$ cat config.mk
export PLATFORM = sky130hd
export DESIGN_NAME = display_write_ctrl_flat
export DESIGN_NICKNAME = d
export VERILOG_FILES = /design/src/rtl/display_write_ctrl_if.sv /design/src/rtl/display_write_ctrl.sv /design/src/flat_wrapper.sv
export SDC_FILE = /design/constraint.sdc
export NUM_CORES = 1
export LEC_CHECK = 0
export BUFFER_PORTS_ARGS = -buffer_cell sky130_fd_sc_hd__buf_2
export CAP_MARGIN = 10
export CORE_MARGIN = 3
export CORE_UTILIZATION = 60
export CTS_BUF_LIST = sky130_fd_sc_hd__clkbuf_8
export CTS_CLUSTER_DIAMETER = 30
export CTS_CLUSTER_SIZE = 28
export DETAILED_ROUTE_END_ITERATION = 8
export PLACE_DENSITY_LB_ADDON = 0.08
export SYNTH_ARGS = -nofsm -noshare
export SYNTH_HDL_FRONTEND = slang
export SYNTH_SLANG_ARGS = --single-unit
$ cat constraint.sdc
create_clock -name clk -period 6.65 [get_ports clk]
set_input_delay 1.33 -clock clk [delete_from_list [all_inputs] [get_ports clk]]
set_output_delay 1.33 -clock clk [all_outputs]
set_load 0.01 [all_outputs]
$ cat src/rtl/display_write_ctrl_if.sv
// CPU port bus and shared display memory port of the text display write controller.
// The master side drives CPU and scanout requests; the slave side is the controller.
interface display_write_ctrl_if #(
  parameter int ADDR_WIDTH = 11
);
  logic [7:0]            cpuPortId;
  logic                  cpuWriteStrobe;
  logic [7:0]            cpuWriteData;
  logic [7:0]            cpuReadData;
  logic                  scanReq;
  logic [ADDR_WIDTH-1:0] scanAddr;
  logic [ADDR_WIDTH-1:0] memAddr;
  logic                  memWriteEnable;
  logic [15:0]           memWriteData;
  logic                  busy;

  modport master (
    output cpuPortId, cpuWriteStrobe, cpuWriteData, scanReq, scanAddr,
    input  cpuReadData, memAddr, memWriteEnable, memWriteData, busy
  );

  modport slave (
    input  cpuPortId, cpuWriteStrobe, cpuWriteData, scanReq, scanAddr,
    output cpuReadData, memAddr, memWriteEnable, memWriteData, busy
  );
endinterface

$ cat src/rtl/display_write_ctrl.sv
// Turns CPU port writes into text display memory writes (single cell or fill/clear),
// yielding the shared memory port to scanout whenever scanout requests it.
module display_write_ctrl #(
  parameter int         ADDR_WIDTH = 11,
  parameter int         CELLS      = 2000,
  parameter logic [7:0] PORT_BASE  = 8'h00
) (
  input logic clk,
  input logic reset,
  display_write_ctrl_if.slave bus
);

  typedef enum logic [1:0] {IDLE, WRITE, FILL} state_t;

  localparam logic [ADDR_WIDTH-1:0] LAST_CELL  = ADDR_WIDTH'(CELLS - 1);
  localparam logic [15:0]           CELL_COUNT = 16'(CELLS);
  localparam logic [15:0]           BLANK      = 16'h0720;

  state_t                r_state;
  logic [ADDR_WIDTH-1:0] r_cursor;
  logic [7:0]            r_att;
  logic [7:0]            r_chr;
  logic [15:0]           r_count;
  logic [15:0]           r_remain;
  logic [15:0]           r_wrData;
  logic                  r_overflow;

  logic [7:0]            w_offset;
  logic                  w_hit;
  logic                  w_wr;
  logic                  w_wrChar;
  logic                  w_wrCmd;
  logic                  w_cmdAbort;
  logic                  w_cmdClear;
  logic                  w_cmdFill;
  logic                  w_busy;
  logic                  w_abortFill;
  logic                  w_writeNow;
  logic [ADDR_WIDTH-1:0] w_cursorNext;

  assign w_offset   = bus.cpuPortId - PORT_BASE;
  assign w_hit      = (w_offset <= 8'd6);
  assign w_wr       = bus.cpuWriteStrobe && w_hit;
  assign w_wrChar   = w_wr && (w_offset == 8'd3);
  assign w_wrCmd    = w_wr && (w_offset == 8'd6);
  assign w_cmdAbort = w_wrCmd && bus.cpuWriteData[2];
  assign w_cmdClear = w_wrCmd && bus.cpuWriteData[1] && !bus.cpuWriteData[2];
  assign w_cmdFill  = w_wrCmd && bus.cpuWriteData[0] && !bus.cpuWriteData[1] && !bus.cpuWriteData[2];

  // An abort arriving mid-fill also suppresses the write of the cycle it arrives in.
  assign w_busy       = (r_state != IDLE);
  assign w_abortFill  = (r_state == FILL) && w_cmdAbort;
  assign w_writeNow   = w_busy && !bus.scanReq && !w_abortFill;
  assign w_cursorNext = (r_cursor >= LAST_CELL) ? '0 : r_cursor + ADDR_WIDTH'(1);

  assign bus.memAddr        = bus.scanReq ? bus.scanAddr : r_cursor;
  assign bus.memWriteEnable = w_writeNow;
  assign bus.memWriteData   = r_wrData;
  assign bus.busy           = w_busy;

  always_comb begin
    bus.cpuReadData = 8'h00;
    if (w_hit) begin
      case (w_offset)
        8'd0:    bus.cpuReadData = {6'b0, r_overflow, w_busy};
        8'd1:    bus.cpuReadData = r_cursor[7:0];
        8'd2:    bus.cpuReadData = {{(16-ADDR_WIDTH){1'b0}}, r_cursor[ADDR_WIDTH-1:8]};
        default: bus.cpuReadData = 8'h00;
      endcase
    end
  end

  always_ff @(posedge clk or negedge reset) begin
    if (!reset) begin
      r_state    <= IDLE;
      r_cursor   <= '0;
      r_att      <= 8'h07;
      r_chr      <= 8'h20;
      r_count    <= '0;
      r_remain   <= '0;
      r_wrData   <= BLANK;
      r_overflow <= 1'b0;
    end else begin
      // Overflow clear wins over a drop reported by the same command write.
      if (w_wrCmd && bus.cpuWriteData[7]) begin
        r_overflow <= 1'b0;
      end else if (w_busy && (w_wrChar || w_cmdFill || w_cmdClear)) begin
        r_overflow <= 1'b1;
      end

      case (r_state)
        IDLE: begin
          if (w_wr) begin
            case (w_offset)
              8'd0: r_cursor[7:0] <= bus.cpuWriteData;
              8'd1: r_cursor[ADDR_WIDTH-1:8] <= bus.cpuWriteData[ADDR_WIDTH-9:0];
              8'd2: r_att <= bus.cpuWriteData;
              8'd3: begin
                r_chr    <= bus.cpuWriteData;
                r_wrData <= {r_att, bus.cpuWriteData};
                r_state  <= WRITE;
              end
              8'd4: r_count[7:0]  <= bus.cpuWriteData;
              8'd5: r_count[15:8] <= bus.cpuWriteData;
              default: ;
            endcase
          end
          if (w_cmdClear) begin
            r_cursor <= '0;
            r_remain <= CELL_COUNT;
            r_wrData <= BLANK;
            r_state  <= FILL;
          end else if (w_cmdFill && (r_count != 16'd0)) begin
            r_remain <= r_count;
            r_wrData <= {r_att, r_chr};
            r_state  <= FILL;
          end
        end
        WRITE: begin
          if (!bus.scanReq) begin
            r_cursor <= w_cursorNext;
            r_state  <= IDLE;
          end
        end
        FILL: begin
          if (w_cmdAbort) begin
            r_state <= IDLE;
          end else if (!bus.scanReq) begin
            r_cursor <= w_cursorNext;
            r_remain <= r_remain - 16'd1;
            if (r_remain == 16'd1) r_state <= IDLE;
          end
        end
        default: r_state <= IDLE;
      endcase
    end
  end

endmodule

$ cat src/flat_wrapper.sv
// flat-port wrapper written by rule: the top's interface ports become plain ports
module display_write_ctrl_flat 
#(
  parameter int         ADDR_WIDTH = 11,
  parameter int         CELLS      = 2000,
  parameter logic [7:0] PORT_BASE  = 8'h00
)
  (clk, reset, bus_cpuPortId, bus_cpuWriteStrobe, bus_cpuWriteData, bus_scanReq, bus_scanAddr, bus_cpuReadData, bus_memAddr, bus_memWriteEnable, bus_memWriteData, bus_busy);
  display_write_ctrl_if #(.ADDR_WIDTH(ADDR_WIDTH)) bus_i ();
  input logic clk;
  input logic reset;
  input wire logic [$bits(bus_i.cpuPortId)-1:0] bus_cpuPortId;
  input wire logic [$bits(bus_i.cpuWriteStrobe)-1:0] bus_cpuWriteStrobe;
  input wire logic [$bits(bus_i.cpuWriteData)-1:0] bus_cpuWriteData;
  input wire logic [$bits(bus_i.scanReq)-1:0] bus_scanReq;
  input wire logic [$bits(bus_i.scanAddr)-1:0] bus_scanAddr;
  output wire logic [$bits(bus_i.cpuReadData)-1:0] bus_cpuReadData;
  output wire logic [$bits(bus_i.memAddr)-1:0] bus_memAddr;
  output wire logic [$bits(bus_i.memWriteEnable)-1:0] bus_memWriteEnable;
  output wire logic [$bits(bus_i.memWriteData)-1:0] bus_memWriteData;
  output wire logic [$bits(bus_i.busy)-1:0] bus_busy;
  assign bus_i.cpuPortId = bus_cpuPortId;
  assign bus_i.cpuWriteStrobe = bus_cpuWriteStrobe;
  assign bus_i.cpuWriteData = bus_cpuWriteData;
  assign bus_i.scanReq = bus_scanReq;
  assign bus_i.scanAddr = bus_scanAddr;
  assign bus_cpuReadData = bus_i.cpuReadData;
  assign bus_memAddr = bus_i.memAddr;
  assign bus_memWriteEnable = bus_i.memWriteEnable;
  assign bus_memWriteData = bus_i.memWriteData;
  assign bus_busy = bus_i.busy;
  display_write_ctrl #(.ADDR_WIDTH(ADDR_WIDTH), .CELLS(CELLS), .PORT_BASE(PORT_BASE)) u_core (.clk(clk), .reset(reset), .bus(bus_i));
endmodule
==> metrics.txt, run 1 <==
max frequency 203 MHz; Top FF cell, synth dfrtp_1; Via-to-Cell Ratio approximately 6.6; Lkg Pwr 2.48 nW; Initial Util a little over three fifths; post-place setup slack 1820 ps; CP Max Fanout 5; die area around 0.009 sq mm; Sink Count between 70 and 80; sequential area share after synthesis 42.1%; Synth warnings 0; first-pass GRT wire length ~20 mm; DIE HEIGHT 94.1 um; largest net degree at the start of global routing between 70 and 80; row count 31; final setup TNS 0 ps; GPL Wtd Cong 0.880; Avg Cell Area, Syn 9.95 sq um; Num CTS Buffers 9; RSZ-0062 raised after global routing false; DRT Pass-1 Iters 5; slowest CP cell nor4_1; post-layout instance area 0.00526 sq mm; Top delay family on crit path simple AND/OR/NAND/NOR gates; Total GRT Usage 29.3%; slew margin rel. 28.4%; Die X 94.1 um; syn nets a little over 500; area delta synth->final 12.9%; max-slew violations 0; crit start category input port; CTS resizes 0; # DRC 0; max_cap viols 0; IO Pins 68; commonest non-fill, non-tap cell in the layout dfrtp_1; Inserted Diodes 0; flops & latches, synth 78; total grt overflow 0; fin worst setup slack 1720 ps; Post-synth EDFFs 0; FFs w/ async S/R, synth 100%; Core Region roughly 0.0074 sq mm; CTS tree done; mapped cell area between 0.004 and 0.005 sq mm; outcome finished clean; Crit. End Element primary output; clk buf depth 2; power density over the cells between 200 and 300 mW/mm^2; hold_buf cts 0; Clock Latency Late Sink 350 ps; critical path data arrival time between 3000 and 4000 ps; hold crit path type reg2reg; placed cell area 0.00506 sq mm; most frequent CP cell buf_2; via count 4166; drt first-iter violations 429; commonest non-fill, non-tap cells in the layout dfrtp_1, buf_2, mux2_2; CP cell instances buf_2 > nor4_1 > nand2b_1 > nor4b_1 > a22oi_1 > o21ai_0 > buf_2; clock root buffer master clkbuf_8; Crit path largest cell delay 900 ps; number of global-route vias before repair 3984; CTS clk-pin slew, worst paths 90 ps; post-DR wirelength/cell 19.8 um; final core occ 71.0%; CTS H-tree depth 3; maximum vdd drop 0.162 mV; critical path required time roughly 5300 ps; Tightest Pin Transition 1060 ps; layout cells sized above 1 29.2%; Cells after Synth approximately 470; Buf/Inv on CP 2; endpoints failing hold 0; Yosys cell types 66; antenna violations before repair 0; part of the cycle the worst path needs 74.1%; # nets final roughly 560; DP HPWL 8.67 mm; Post-CTS Setup Bufs 0; port bufs 67; worst clock skew about 8.1 ps; Setup CP Type in2out; final WL 12.5 mm; Final Setup Violations 0; final critical-path required period a little under 5000 ps; Routed Antenna Nets 0
cell families (layout without fill, tap and decap cells):
family / count (synthesis) / after routing / synth area share [%]
AND/OR/NAND/NOR: 141 / 141 / 17.5
multiplexers: 60 / 60 / 14.2
adder cells (fa/ha/maj): 7 / 7 / 1.88
buffers and inverters: 58 / 121 / 4.94
AO/OA/AOI/OAI: 124 / 124 / 19.4
flip-flops: 78 / 78 / 42.1
registers in the layout (all words and copies together), names as in the netlist:
name                     flops
u_core.bus.memWriteData     16
u_core.r_att                 8
u_core.r_chr                 8
u_core.r_count              16
u_core.r_cursor             11
u_core.r_overflow            1
u_core.r_remain             16
u_core.r_state               2
power by group:
group          internal (W)  switching (W)
combinational      0.000147       0.000189
sequential         0.000533      0.0000915
clock              0.000178       0.000199
total              0.000857       0.000480
tightest hold or removal path, stage by stage, from the launching register on:
cell and delay, ps:
dfstp_2 380, inv_1 40, mux2i_1 60
final cells by class:
class	count	area, sq um
clock buffers	9	124
well taps	99	124
repair buffers	74	390
multi-input cells	332	2470
inverters	31	116
fillers	603	2150
flip-flops and latches	78	1960
clock inverters	7	78.8
metrics by stage:
step / hold WS (ps) / std cells / power, W
floorplan: 464 / 468 / 0.000836
global placement: 456 / 614 / 0.000953
detailed placement: 477 / 614 / 0.000961
CTS: 486 / 630 / 0.00133
global route: 520 / 630 / 0.00140
finish: 484 / 630 / 0.00134
cell usage after synthesis (all sizes together), types with 2 or more instances:
cell type / number / area, sq um
a22oi: 10 / 75.1
mux2i: 12 / 120
a31oi: 5 / 31.3
and3: 2 / 12.5
clkbuf: 22 / 82.6
a21o: 4 / 30.0
nand4: 4 / 25.0
or4: 10 / 78.8
nor4b: 4 / 47.6
inv: 31 / 116
a21oi: 15 / 75.1
o21ai: 18 / 93.8
nand2b: 4 / 25.0
o22a: 2 / 17.5
nand3b: 3 / 22.5
nor2: 21 / 78.8
nor3b: 3 / 22.5
or3: 5 / 36.3
dfrtp: 70 / 1750
a221oi: 12 / 105
nor3: 10 / 55.1
ha: 7 / 87.6
o41ai: 5 / 43.8
nand3: 19 / 95.1
o31ai: 12 / 90.1
o211ai: 2 / 15.0
dfstp: 8 / 210
a32oi: 3 / 26.3
nand4b: 6 / 52.6
mux2: 48 / 541
nor4: 7 / 50.1
a221o: 4 / 40.0
buf: 5 / 31.3
o2bb2ai: 7 / 61.3
a22o: 2 / 17.5
nand2: 29 / 109
and2: 7 / 43.8
o22ai: 11 / 68.8
path summary, 6_finish.rpt:
path                                            start                    endpoint  slack [ps]  depth (start not counted)
min reg2reg                u_core.bus.memWriteData[8]  u_core.bus.memWriteData[8]         480                          2
min                        u_core.bus.memWriteData[8]  u_core.bus.memWriteData[8]         480                          2
min in group asynchronous                       reset         u_core.r_cursor[10]        1120                          1
max                                  bus_cpuPortId[5]          bus_cpuReadData[0]        1720                          7
max reg2reg                         u_core.r_count[8]  u_core.bus.memWriteData[1]        3510                          5
max in group asynchronous                       reset             u_core.r_chr[7]        4880                          1
layer usage:
layer | track usage [%] | up-vias | wire length, um
li1 | - | 1903 | -
met1 | 42.2 | 2071 | 5600
met2 | 45.2 | 177 | 5810
met3 | 5.45 | 15 | 928
met4 | 8.42 | 0 | 153
met5 | 0 | - | 0
(Power assumes the default switching activity.)
==> run 2, diff against run 1 <==
- clock period: 6.65 -> 4.62 ns (I/O delays scaled with it)
==> metrics.txt, run 2 (synthesized netlist as in run 1, its figures left out) <==
outcome finished clean; Total GRT Usage 29.2%; CTS resizes 0; FF-to-FF Start u_core.r_count[10]; max-slew violations 0; post-place setup slack around 1000 ps; Via-to-Cell Ratio 6.66; Sink Count 78; worst clock skew 14.2 ps; largest net degree at the start of global routing 79; CP Max Fanout 5; row count 31; area delta synth->final 13.4%; fin worst setup slack 1070 ps; Storage cell area 0.00196 sq mm; Final Setup Violations 0; Finished Layout Cells 630; power density over the cells 372 mW/mm^2; drt first-iter violations 460; Clock Latency Late Sink 360 ps; max frequency 281 MHz; critical path required time approximately 3700 ps; final setup TNS 0 ps; CTS tree done; critical path data arrival time 2630 ps; Core Region 0.00741 sq mm; Die X 94.1 um; hold path depth 2; CTS clk-pin slew, worst paths 80 ps; Tightest Pin Transition 1050 ps; Setup CP Type in2out; layout cells sized above 1 29.0%; die area 0.00886 sq mm; part of the cycle the worst path needs 76.9%; # DRC 0; CTS H-tree depth 3; crit start category input port; # nets final 564; hold crit path type reg2reg; final critical-path required period 3550 ps; Lkg Pwr ~2.5 nW; via count 4194; Crit. End Element primary output; DIE HEIGHT roughly 94 um; setup slack, reg-to-reg 1530 ps; Inserted Diodes 0; number of global-route vias before repair 3896; Hold EP u_core.bus.memWriteData[8]; Routed Antenna Nets 0; post-DR wirelength/cell around 20 um; Num CTS Buffers 9; worst r2r dst u_core.bus.memWriteData[1]; clk buf depth 2; hold_buf cts 0; slew margin rel. between 20% and 30%; RSZ-0062 raised after global routing false; HP Start u_core.bus.memWriteData[8]; clock root buffer master clkbuf_8; IO Pins 68; maximum vdd drop about 0.21 mV; DP HPWL slightly below 9 mm; port bufs 67; final core occ 71.3%; R2R depth 5; Cells after DPL 614; number of fillers in the final layout 576; GPL Wtd Cong 0.884; commonest non-fill, non-tap cell in the layout dfrtp_1; hold_ws 473 ps; first-pass GRT wire length 20.1 mm; Multi-input gate area 0.00247 sq mm; DRT Pass-1 Iters 5; commonest non-fill, non-tap cells in the layout dfrtp_1, buf_2, mux2_2; Initial Util 62.9%; endpoints failing hold 0; final WL 12.5 mm; antenna violations before repair 0; max_cap viols 0; Post-CTS Setup Bufs 0; total grt overflow 0
## run 2: cell types whose count changed in the layout (fill, tap and decap cells not counted), sizes merged
cell / previous run / this run
inv: 34 / 33
bufinv: 1 / 2
## run 2: worst max path at each step
| stage | start | end | slack (ps) | depth (start not counted) |
|---|---|---|---|---|
| after global placement | bus_cpuPortId[5] | bus_cpuReadData[1] | 1180 | 8 |
| final | bus_cpuPortId[5] | bus_cpuReadData[0] | 1070 | 8 |
| after floorplan | bus_cpuPortId[5] | bus_cpuReadData[0] | 1380 | 5 |
| after global routing | bus_cpuPortId[5] | bus_cpuReadData[0] | 890 | 8 |
| after CTS | bus_cpuPortId[5] | bus_cpuReadData[0] | 1090 | 8 |
| after detailed placement | bus_cpuPortId[5] | u_core.r_remain[1] | 1030 | 7 |
## run 2: worst max-delay path, cell delays in order
cell,delay (ps)
buf_2,100
nor4_1,270
buf_4,190
nand2b_1,110
nor4b_1,630
a22oi_1,130
o21ai_0,120
buf_2,150
## run 2: layout make-up
| type | instances | share of cell area [%] |
|---|---|---|
| clock inverters | 7 | 1.87 |
| inverters | 31 | 2.20 |
| flip-flops and latches | 78 | 37.1 |
| multi-input cells | 332 | 46.7 |
| clock buffers | 9 | 2.35 |
| repair buffers | 74 | 7.39 |
| well taps | 99 | 2.35 |
## run 2: metal layers
layer  GRT usage (%)  vias to the layer above  share of wire [%]
li1                -                     1902                  -
met1            43.7                     2047                 45
met2            42.5                      220                 44
met4            11.1                        0                2.2
met3            4.73                       25                8.3
met5               0                        -                  0
## run 2: per-stage QoR
step,area (sq um),total power (W)
after CTS,5280,0.00196
after floorplan,4660,0.00120
after global placement,5060,0.00137
final,5280,0.00196
after global routing,5280,0.00205
after detailed placement,5060,0.00138
## run 2: power by group
group	leakage (nW)	internal [W]	switching, W
registers	0.989	0.000767	0.000133
clock network	0.109	0.000307	0.000272
logic	1.39	0.000210	0.000273
==> run 3, diff against run 2 <==
- ABC_AREA: unset -> 1
- clock period: 4.62 -> 3.6 ns (I/O delays scaled with it)
==> metrics.txt, run 3 <==
DIE HEIGHT 96.9 um; Inserted Diodes 0; DRT Pass-1 Iters 5; RSZ-0062 raised after global routing false; Synth warnings 0; # DRC 0; final WL 12.6 mm; DP HPWL 9.26 mm; Synth top area share 35.4%; final critical-path required period 2650 ps; CTS clk-pin slew, worst paths 100 ps; Sink Count 78; Avg Cell Area, Syn 6.84 sq um; GPL Wtd Cong 0.922; port bufs 67; Num CTS Buffers 9; Initial Util 62.8%; Lkg Pwr 3.17 nW; antenna violations before repair 0; largest area contributor in the netlist dfrtp_1; area delta synth->final 11.0%; Yosys cell types 33; hold crit path type reg2reg; syn nets around 760; outcome finished clean; Pwr Total 0.00256 W; sequential area share after synthesis 39.6%; Top delay family on crit path adder cells; endpoints failing hold 0; CP cell instances inv_1 > ha_1 > nand3_1 > nand3_1 > inv_1 > buf_2; Crit. End Element primary output; Cells after Synth a little over 700; slew margin rel. ~25%; Tightest Pin Transition approximately 1100 ps; drt first-iter violations roughly 340; crit start category flip-flop; slowest CP cell ha_1; worst clock skew ~8 ps; post-DR wirelength/cell 14.2 um; largest net degree at the start of global routing 79; Via-to-Cell Ratio about 5.5; final core occ 69.7%; Top FF cell, synth dfrtp_1; commonest non-fill, non-tap cells in the layout nand2_1, nand3_1, inv_1; most frequent cell after synthesis nand2_1; final setup TNS 0 ps; most common library cells after synthesis nand2_1, nand3_1, inv_1; total grt overflow 0; CTS H-tree depth 3; Finished Layout Cells roughly 890; Post-CTS Setup Bufs 0; power density over the cells 465 mW/mm^2; commonest non-fill, non-tap cell in the layout nand2_1; Setup CP Type reg2out; layout cells sized above 1 16.1%; max-slew violations 0; Post-synth EDFFs 0; Buf/Inv on CP 3; via count around 4900; CTS tree done; part of the cycle the worst path needs 73.6%; Die X 96.9 um; Routed Antenna Nets 0; Core Region 0.00789 sq mm; Final Setup Violations 0; Total GRT Usage 27.6%; IO Pins just under 70; Clock Latency Late Sink ~360 ps; synth top area cells dfrtp_1, nand2_1, nand3_1; max frequency 377 MHz; flops & latches, synth approximately 80; max_cap viols 0; CTS resizes 0; mapped cell area around 0.0050 sq mm; FFs w/ async S/R, synth 100%; critical path data arrival time 1930 ps; clk buf depth 2; die area between 0.009 and 0.01 sq mm; clock root buffer master clkbuf_8; first-pass GRT wire length 21.6 mm; Cells after DPL 871; Crit path largest cell delay ~550 ps; number of global-route vias before repair 4626; maximum vdd drop 0.294 mV; # nets final 818; critical path required time 2880 ps; CP Max Fanout 15; row count 32; hold_buf cts 0
==> run 3: cell count changes after synthesis, sizes merged, moves of 31 or more <==
cell,before,now
inv,31,88
mux2,48,0
nand2,29,266
nand3,19,103
nor2,21,52
o21ai,18,62
==> run 3: layout make-up <==
type	count	area (sq um)
clock buffer	9	124
clock inverter	7	63.8
fill	707	2390
inverter	89	334
multi-input combinational	533	2540
sequential	78	1960
tap	102	128
timing repair buffer	69	353
==> run 3: metal layers <==
layer / vias up / global-route usage [%] / share of wire (%)
li1: 2413 / - / -
met1: 2270 / 36.6 / 44
met2: 151 / 46.1 / 48
met3: 23 / 5.48 / 5.9
met4: 0 / 7.88 / 1.6
met5: - / 0 / 0
==> run 3: cells by family (layout without fill, tap and decap cells) <==
kind of cell	count (synthesis)	after routing	share of synthesized area (%)
DFF	78	78	39.6
and+or+nand+nor	454	454	41.5
AOI/OAI and AO/OA	69	69	7.42
adders and majority gates	7	7	1.77
xor gates and xnor gates	3	3	0.530
buffers and inverters	113	174	9.22
==> run 3: path summary, 6_finish.rpt <==
| kind | end | cells past startpoint | slack (ps) | startpoint |
|---|---|---|---|---|
| max in group asynchronous | u_core.bus.memWriteData[7] | 1 | 2440 | reset |
| min reg2reg | u_core.r_remain[8] | 2 | 480 | u_core.r_remain[8] |
| min | u_core.r_remain[8] | 2 | 480 | u_core.r_remain[8] |
| max | bus_memWriteEnable | 6 | 950 | u_core.r_state[0] |
| min in group asynchronous | u_core.r_cursor[4] | 1 | 490 | reset |
| max reg2reg | u_core.r_cursor[5] | 8 | 1290 | u_core.r_cursor[1] |
==> run 3: report_power, final <==
part | leakage [nW] | internal (W) | switching [W] | total (W)
registers | 1.04 | 0.000964 | 0.0000966 | 0.00106
logic | 2.03 | 0.000256 | 0.000586 | 0.000842
clock network | 0.0903 | 0.000266 | 0.000390 | 0.000656
==> run 3: worst reg2reg max path, cell delays in order, from the launching register on <==
cell and delay (ps):
dfrtp_1 460, ha_1 250, nand3_1 100, nand2_1 70
o21ai_0 880, nand3_1 220, nand2_1 110, nand3_1 80
nand2_1 90
==> run 3: per-stage QoR <==
| stage | setup slack (ps) | instance area (sq um) | hold WS, ps |
|---|---|---|---|
| 2_1_floorplan | 1260 | 4950 | 424 |
| 3_3_place_gp | 946 | 5310 | 455 |
| 3_5_place_dp | 939 | 5310 | 460 |
| 4_1_cts | 939 | 5500 | 482 |
| 5_1_grt | 748 | 5500 | 497 |
| 6_report | 949 | 5500 | 479 |
